`config.mk`:
```
export PLATFORM = sky130hd
export DESIGN_NAME = piso_serializer
export DESIGN_NICKNAME = d
export VERILOG_FILES = /design/src/rtl/piso_serializer_pkg.sv /design/src/rtl/piso_serializer_ff_arn.sv /design/src/rtl/piso_serializer.sv
export SDC_FILE = /design/constraint.sdc
export NUM_CORES = 1
export LEC_CHECK = 0
export CAP_MARGIN = 20
export CELL_PAD_IN_SITES_DETAIL_PLACEMENT = 2
export CELL_PAD_IN_SITES_GLOBAL_PLACEMENT = 2
export CORE_MARGIN = 10
export CORE_UTILIZATION = 28
export CTS_BUF_LIST = sky130_fd_sc_hd__clkbuf_4
export DETAILED_ROUTE_END_ITERATION = 12
export PLACE_DENSITY_LB_ADDON = 0.1
export SLEW_MARGIN = 15
export SYNTH_ARGS = -nofsm -noshare
export SYNTH_HDL_FRONTEND = slang
export SYNTH_SLANG_ARGS = --single-unit
```
`constraint.sdc`:
```
create_clock -name clk -period 1.4 [get_ports clk]
set_input_delay 0.28 -clock clk [delete_from_list [all_inputs] [get_ports clk]]
set_output_delay 0.28 -clock clk [all_outputs]
set_load 0.02 [all_outputs]
```
`src/rtl/piso_serializer_pkg.sv`:
```
// piso_serializer_pkg: shared shift-direction and state types plus a constant clog2 helper.
package piso_serializer_pkg;

    typedef enum logic {SHIFT_DIR_LEFT, SHIFT_DIR_RIGHT} shift_dir_e;
    typedef enum logic {IDLE, SHIFT} state_e;

    function automatic int clog2(input int n);
        int r;
        r = 0;
        for (int i = 0; (1 << i) < n; i++) r = i + 1;
        return r;
    endfunction

endpackage

```
`src/rtl/piso_serializer_ff_arn.sv`:
```
// ff_arn: W-bit register with asynchronous active-low reset to RESET_VAL.
module ff_arn #(
    parameter int W = 1,
    parameter logic [W-1:0] RESET_VAL = '0
) (
    input  logic         clk,
    input  logic         rst_n,
    input  logic [W-1:0] d_i,
    output logic [W-1:0] q_o
);

    always_ff @(posedge clk or negedge rst_n) begin
        if (!rst_n) q_o <= RESET_VAL;
        else q_o <= d_i;
    end

endmodule

```
`src/rtl/piso_serializer.sv`:
```
// piso_serializer: valid/ready loaded word shifted out SHIFT_W bits per shift_en beat.
module piso_serializer
    import piso_serializer_pkg::*;
#(
    parameter int W = 8,
    parameter int SHIFT_W = 1,
    parameter shift_dir_e SHIFT_DIR = SHIFT_DIR_LEFT,
    parameter logic [SHIFT_W-1:0] IDLE_VAL = '0
) (
    input  logic               clk,
    input  logic               rst_n,
    input  logic               load_valid,
    input  logic [W-1:0]       load_data,
    output logic               load_ready,
    input  logic               shift_en,
    output logic [SHIFT_W-1:0] sout,
    output logic               sout_valid,
    output logic               first,
    output logic               last,
    output logic               busy
);

    localparam int BEATS = W / SHIFT_W;
    localparam int CW = clog2(BEATS + 1);
    localparam logic [CW-1:0] LAST_CNT = CW'(BEATS - 1);

    state_e        state_d, state_q;
    logic          st_q;
    logic [W-1:0]  sr_d, sr_q, sr_shift;
    logic [CW-1:0] cnt_d, cnt_q;
    logic          in_shift, accept;

    ff_arn #(.W(1), .RESET_VAL(1'b0)) u_state (.clk(clk), .rst_n(rst_n), .d_i(state_d), .q_o(st_q));
    ff_arn #(.W(W), .RESET_VAL('0)) u_sr (.clk(clk), .rst_n(rst_n), .d_i(sr_d), .q_o(sr_q));
    ff_arn #(.W(CW), .RESET_VAL('0)) u_cnt (.clk(clk), .rst_n(rst_n), .d_i(cnt_d), .q_o(cnt_q));

    assign state_q = state_e'(st_q);

    always_comb begin
        in_shift   = state_q == SHIFT;
        first      = in_shift && cnt_q == '0;
        last       = in_shift && cnt_q == LAST_CNT;
        sout_valid = in_shift;
        busy       = in_shift;
        // A word can be taken while the final beat of the previous one drains.
        load_ready = !in_shift || (shift_en && last);
        accept     = load_valid && load_ready;
        sr_shift   = SHIFT_DIR == SHIFT_DIR_LEFT ? sr_q << SHIFT_W : sr_q >> SHIFT_W;
        sout       = !in_shift ? IDLE_VAL
                   : SHIFT_DIR == SHIFT_DIR_LEFT ? sr_q[W-1 -: SHIFT_W] : sr_q[SHIFT_W-1:0];
        state_d    = state_q;
        sr_d       = sr_q;
        cnt_d      = cnt_q;
        if (accept) begin
            state_d = SHIFT;
            sr_d    = load_data;
            cnt_d   = '0;
        end else if (in_shift && shift_en) begin
            state_d = last ? IDLE : SHIFT;
            sr_d    = last ? sr_q : sr_shift;
            cnt_d   = last ? '0 : cnt_q + CW'(1);
        end
    end

endmodule

```
After elaboration in Yosys (flattened, before gate mapping)
Cells that the tools add are included.

operators by class
  div/mod/pow operators = 0
  $mul = 0
  shift operators = 0
  bitwise logic cells = 0
  $lt $le $gt $ge = 0
  reduce and logical (&&, ||, !) cells = 10
  add/subtract/negate cells = 1
  equal/unequal tests = 2
  mux-type cells = 10

operator list
  operator             number
  $mux 8               3
  $mux 4               3
  $logic_and 1x1->1    5
  $add 4x1->4 const B  1
  $eq 4x3->1 const B   1
  $logic_not 4->1      1
  $mux 1               4
  $ne 2x1->1 const B   1
  $reduce_and 2->1     1
  $reduce_bool 2->1    1
  $logic_not 1->1      1
  $logic_or 1x1->1     1

storage, ports and cells
  bits in latches = 0
  memory bits (read-only) = 0
  output and inout bits = 6
  register bits = 13
  bits of input ports = 12
  RAM bits = 0
  memories = 0

Logic depth before layout (Yosys ltp)
Gate-level depths: netlist of the first run.

  depth after elaboration = 7
  depth in mapped cells = 5
  depth with buffers taken out = 5

Modules after synthesis
A second synthesis of the first run with hierarchy kept.

unflattened totals
  cell total of the unflattened synthesis = 64
  area, all modules = 735.7 µm²

by module, submodules not included
  module            area each (µm²)  instances  cells each
  piso_serializer   410.4            1          51
  ff_arn (u_sr)     200.2            1          8
  ff_arn (u_cnt)    100.1            1          4
  ff_arn (u_state)  25.0             1          1

Worst setup path after synthesis of the first run
Ideal clock, no wire load.

  kind = reg-to-output
  start = reg u_state.q_o
  end = out first
  stages on the path, launching flop included = 4
  required time = 1.120 ns
  data arrival time = 1.495 ns
  setup slack = -0.375 ns
  buffers on the path = 1
  cells stage by stage = dfrtp_1 -> buf_6 -> inv_1 -> nor4b_1

between the ends
  cells in the longest elaborated chain, start to end = 1

ends and longest elaborated chain
  element                   line                          RTL
  start: declaration        piso_serializer_ff_arn.sv:9   output logic [W-1:0] q_o
  start signal: assignment  piso_serializer_ff_arn.sv:14  else q_o <= d_i;
  $logic_and 1x1->1         piso_serializer.sv:41         first = in_shift && cnt_q == '0;
  end: declaration          piso_serializer.sv:18         output logic first,

Every way passes these cells.

Final worst setup path of the first run
  start = reg u_cnt.q_o[1]
  end = out load_ready

between the ends
  cells in the longest elaborated chain, start to end = 4

ends and longest elaborated chain
  element                   line                          RTL
  start: declaration        piso_serializer_ff_arn.sv:9
  start signal: assignment  piso_serializer_ff_arn.sv:14
  $eq 4x3->1                piso_serializer.sv:42         last = in_shift && cnt_q == LAST_CNT;
  $logic_and 1x1->1         piso_serializer.sv:42
  $logic_and 1x1->1         piso_serializer.sv:46         load_ready = !in_shift || (shift_en && last);
  $logic_or 1x1->1          piso_serializer.sv:46
  end: declaration          piso_serializer.sv:14         output logic load_ready,

Every way passes these cells.

==> results of run 1 <==
-- flip-flops by register name, indices dropped and copies added (netlist names) --
register and cells:
u_state.q_o 1, u_cnt.q_o 4, u_sr.q_o 8
-- final cells by class --
cell class | count | share of cell area, %
flip-flops and latches | 13 | 23.10
inverters | 11 | 2.920
well taps | 31 | 2.743
clock buffers | 4 | 2.124
multi-input cells | 62 | 41.86
repair buffers | 42 | 27.26
-- metrics by stage --
step,instances,area [um^2],setup WS (ns)
2_1_floorplan,91,869.6,0.0009728
3_3_place_gp,155,1204,-0.3973
3_5_place_dp,155,1204,-0.4201
4_1_cts,162,1289,-0.2837
5_1_grt,163,1414,-0.3587
6_report,163,1414,-0.2711
-- path summary, 6_finish.rpt --
check | from | endpoint | cells past startpoint
min in group clk | u_sr.q_o[0] | u_sr.q_o[0] | 2
max | u_cnt.q_o[1] | load_ready | 4
max in group asynchronous | rst_n | u_state.q_o | 2
max reg2reg | u_cnt.q_o[1] | u_sr.q_o[6] | 7
min | rst_n | u_cnt.q_o[3] | 2
min reg2reg | u_sr.q_o[0] | u_sr.q_o[0] | 2
-- Yosys cell counts (2+ instances only) --
master     number
nor2_1         12
buf_4           3
o21ai_0         4
nor3_1         14
inv_1          11
nand2b_1        3
mux2i_1         2
a21o_1          2
nand2_1         6
dfrtp_1        13
ha_1            2
a2111oi_2       7
buf_6           2
-- logic make-up after synthesis --
group	count (synthesis)	synth area share [%]
buffers and inverters	16	10.25
XOR/XNOR	1	1.040
multiplexers	2	2.378
AND/OR/NAND/NOR	40	23.33
flip-flops	13	38.63
AO/OA/AOI/OAI	17	21.40
adder cells (fa/ha/maj)	2	2.971
-- repair_timing --
| action | 4_1_cts | 5_1_grt |
|---|---|---|
| cloned | 0 | 0 |
| setup endpoints to repair | 14 | 13 |
| buffers inserted | 4 | 1 |
| pin swaps | 11 | 1 |
| gates resized for setup | 37 | 12 |
-- layer usage --
layer | vias to the layer above | GRT usage, % | wire length, um
met5 | - | 0 | 0
met3 | 2 | 4.336 | 176
met1 | 420 | 14.26 | 1380
met4 | 0 | 2.521 | 15
li1 | 401 | - | -
met2 | 15 | 18.76 | 1434
-- where the power goes --
part	leakage [uW]	switching [uW]	total, uW	internal (uW)
clock network	0.0000184	140	270	130
registers	0.000146	121	651	530
logic	0.000482	580	1250	666
total	0.000646	841	2170	1330
==> impl_metrics.csv, run 1 <==
group,metric,value,unit
synth,synth_area,842.1,um^2
synth,synth-async-reset-ratio,100.0,%
timing,final.setup.tns,-1.882,ns
clock_tree,ctsLongestPathBuffers,2,
timing,whs,0.3032,ns
finish,multi_input_area,591.8,um^2
setup_path,cp_num_buf_inv,1,
synth,yosysTopAreaCell,"dfrtp_1",
timing,fmax,598.4,MHz
clock_tree,cts_made_buffers,3,
drt,wl,3007,um
drt,routedWlPerCell,18.45,um
setup_path,required,1.12,ns
die,io_pins,18,
drt,remaining_drc_errors,0,
power_and_ir_drop,vdd_drop_max,0.7124,mV
finish,diodes,0,
timing,finClkSkew,0.002204,ns
clock_tree,ctsHoldBuffers,0,
placement,gp_congestion,0.7236,
die,fp.coreArea,0.002805,mm^2
finish,nets,147,
drt,drtIter0Drc,42,
synth,synth-edff-count,0,
timing,period_needed,1.671,ns
timing,worst_pin_slew,0.4028,ns
run_status,violations,"setup timing",
hold_path,hp-class,"in2async",
setup_path,cpMaxStageDelayCell,"dfrtp_1",
drt,firstDrtPassIters,4,
clock_tree,htree_num_levels,1,
synth,yosysTopAreaCellShare,38.63,%
finish,fillerInstances,297,
power_and_ir_drop,power_leakage,0.0006462,uW
finish,layout_common_cells,"22 x buf_4, 12 x dfrtp_1, 11 x nor2_1, 11 x clkdlybuf4s50_1, 10 x inv_1",
synth,yosys_warnings,0,
placement,portBuffers,17,
global_route,grt-ovfl-total,0,
clock_tree,path_clk_slew,0.09,ns
setup_path,slowest_delay,0.41,ns
die,rows,19,
run_status,status,"finished, violations left",
drt,viasPerCell,5.141,
drt,drtAntennaViolNets,0,
finish,seq_area,326.6,um^2
drt,num_vias,838,
power_and_ir_drop,p_per_area,1532,mW/mm^2
synth,ys_types,23,
setup_path,crit_arrival,1.39,ns
timing,setup_slack,-0.2711,ns
clock_tree,clkSinkCount,13,
power_and_ir_drop,total_power,2167,uW
die,chipWidth,74.84,um
global_route,grt_usage,11.58,%
die,fp.dieH,74.84,um
die,design.die.area,0.005601,mm^2
placement,dpl.hpwl,2167,um
synth,syn_avg_cell_area,9.253,um^2
synth,synth_flop_cell,"dfrtp_1",
global_route,grt_max_degree,14,
finish,layout_commonest_cell,"buf_4",
timing,setup_viol,12,
flow_run,cap_violations,0,
clock_tree,cts_root_buf,"clkbuf_4",
global_route,grt_pass1_wl,4961,um
synth,ys_top_cells_by_area,"dfrtp_1 39%, a2111oi_2 12%, nor3_1 8.3%",
setup_path,critPathCaptureType,"output port",
timing,relSlewSlack,73.08,%
clock_tree,clk_latency,0.28,ns
timing,drv_slew,0,
global_route,antenna_found_initial,0,
synth,netlist_instances,91,
finish,area_delta_synth_final,67.91,%
synth,syn_nets,105,
setup_path,crit_type,"reg2out",
global_route,grt_pass1_vias,962,
setup_path,crit_chain,"ha_2 -> and3b_1 -> a21o_1 -> buf_6",
finish,drive_above_1_share,43.18,%
setup_path,cp_top_family,"flip-flops",
timing,hold_viol_final,0,
timing,period_share,119.4,%
setup_path,r2r_setup_slack,-0.17,ns
clock_tree,cts_tree,"done",
die,start_util,30.02,%
timing,grt_setup_unrepaired,"true",
setup_path,start_kind,"flip-flop",
setup_path,path_max_fanout,3,
synth,ys_seq_elements,13,
synth,synth_seq_area_share,38.63,%
finish,final_core_util,50.40,%
Power figures use the tool's default switching activity.
==> run 2: changes to the inputs <==
Settings changed: CAP_MARGIN 20 to unset.
==> results of run 2 <==
Final layout, timing and power as in run 1 (identical DEF).
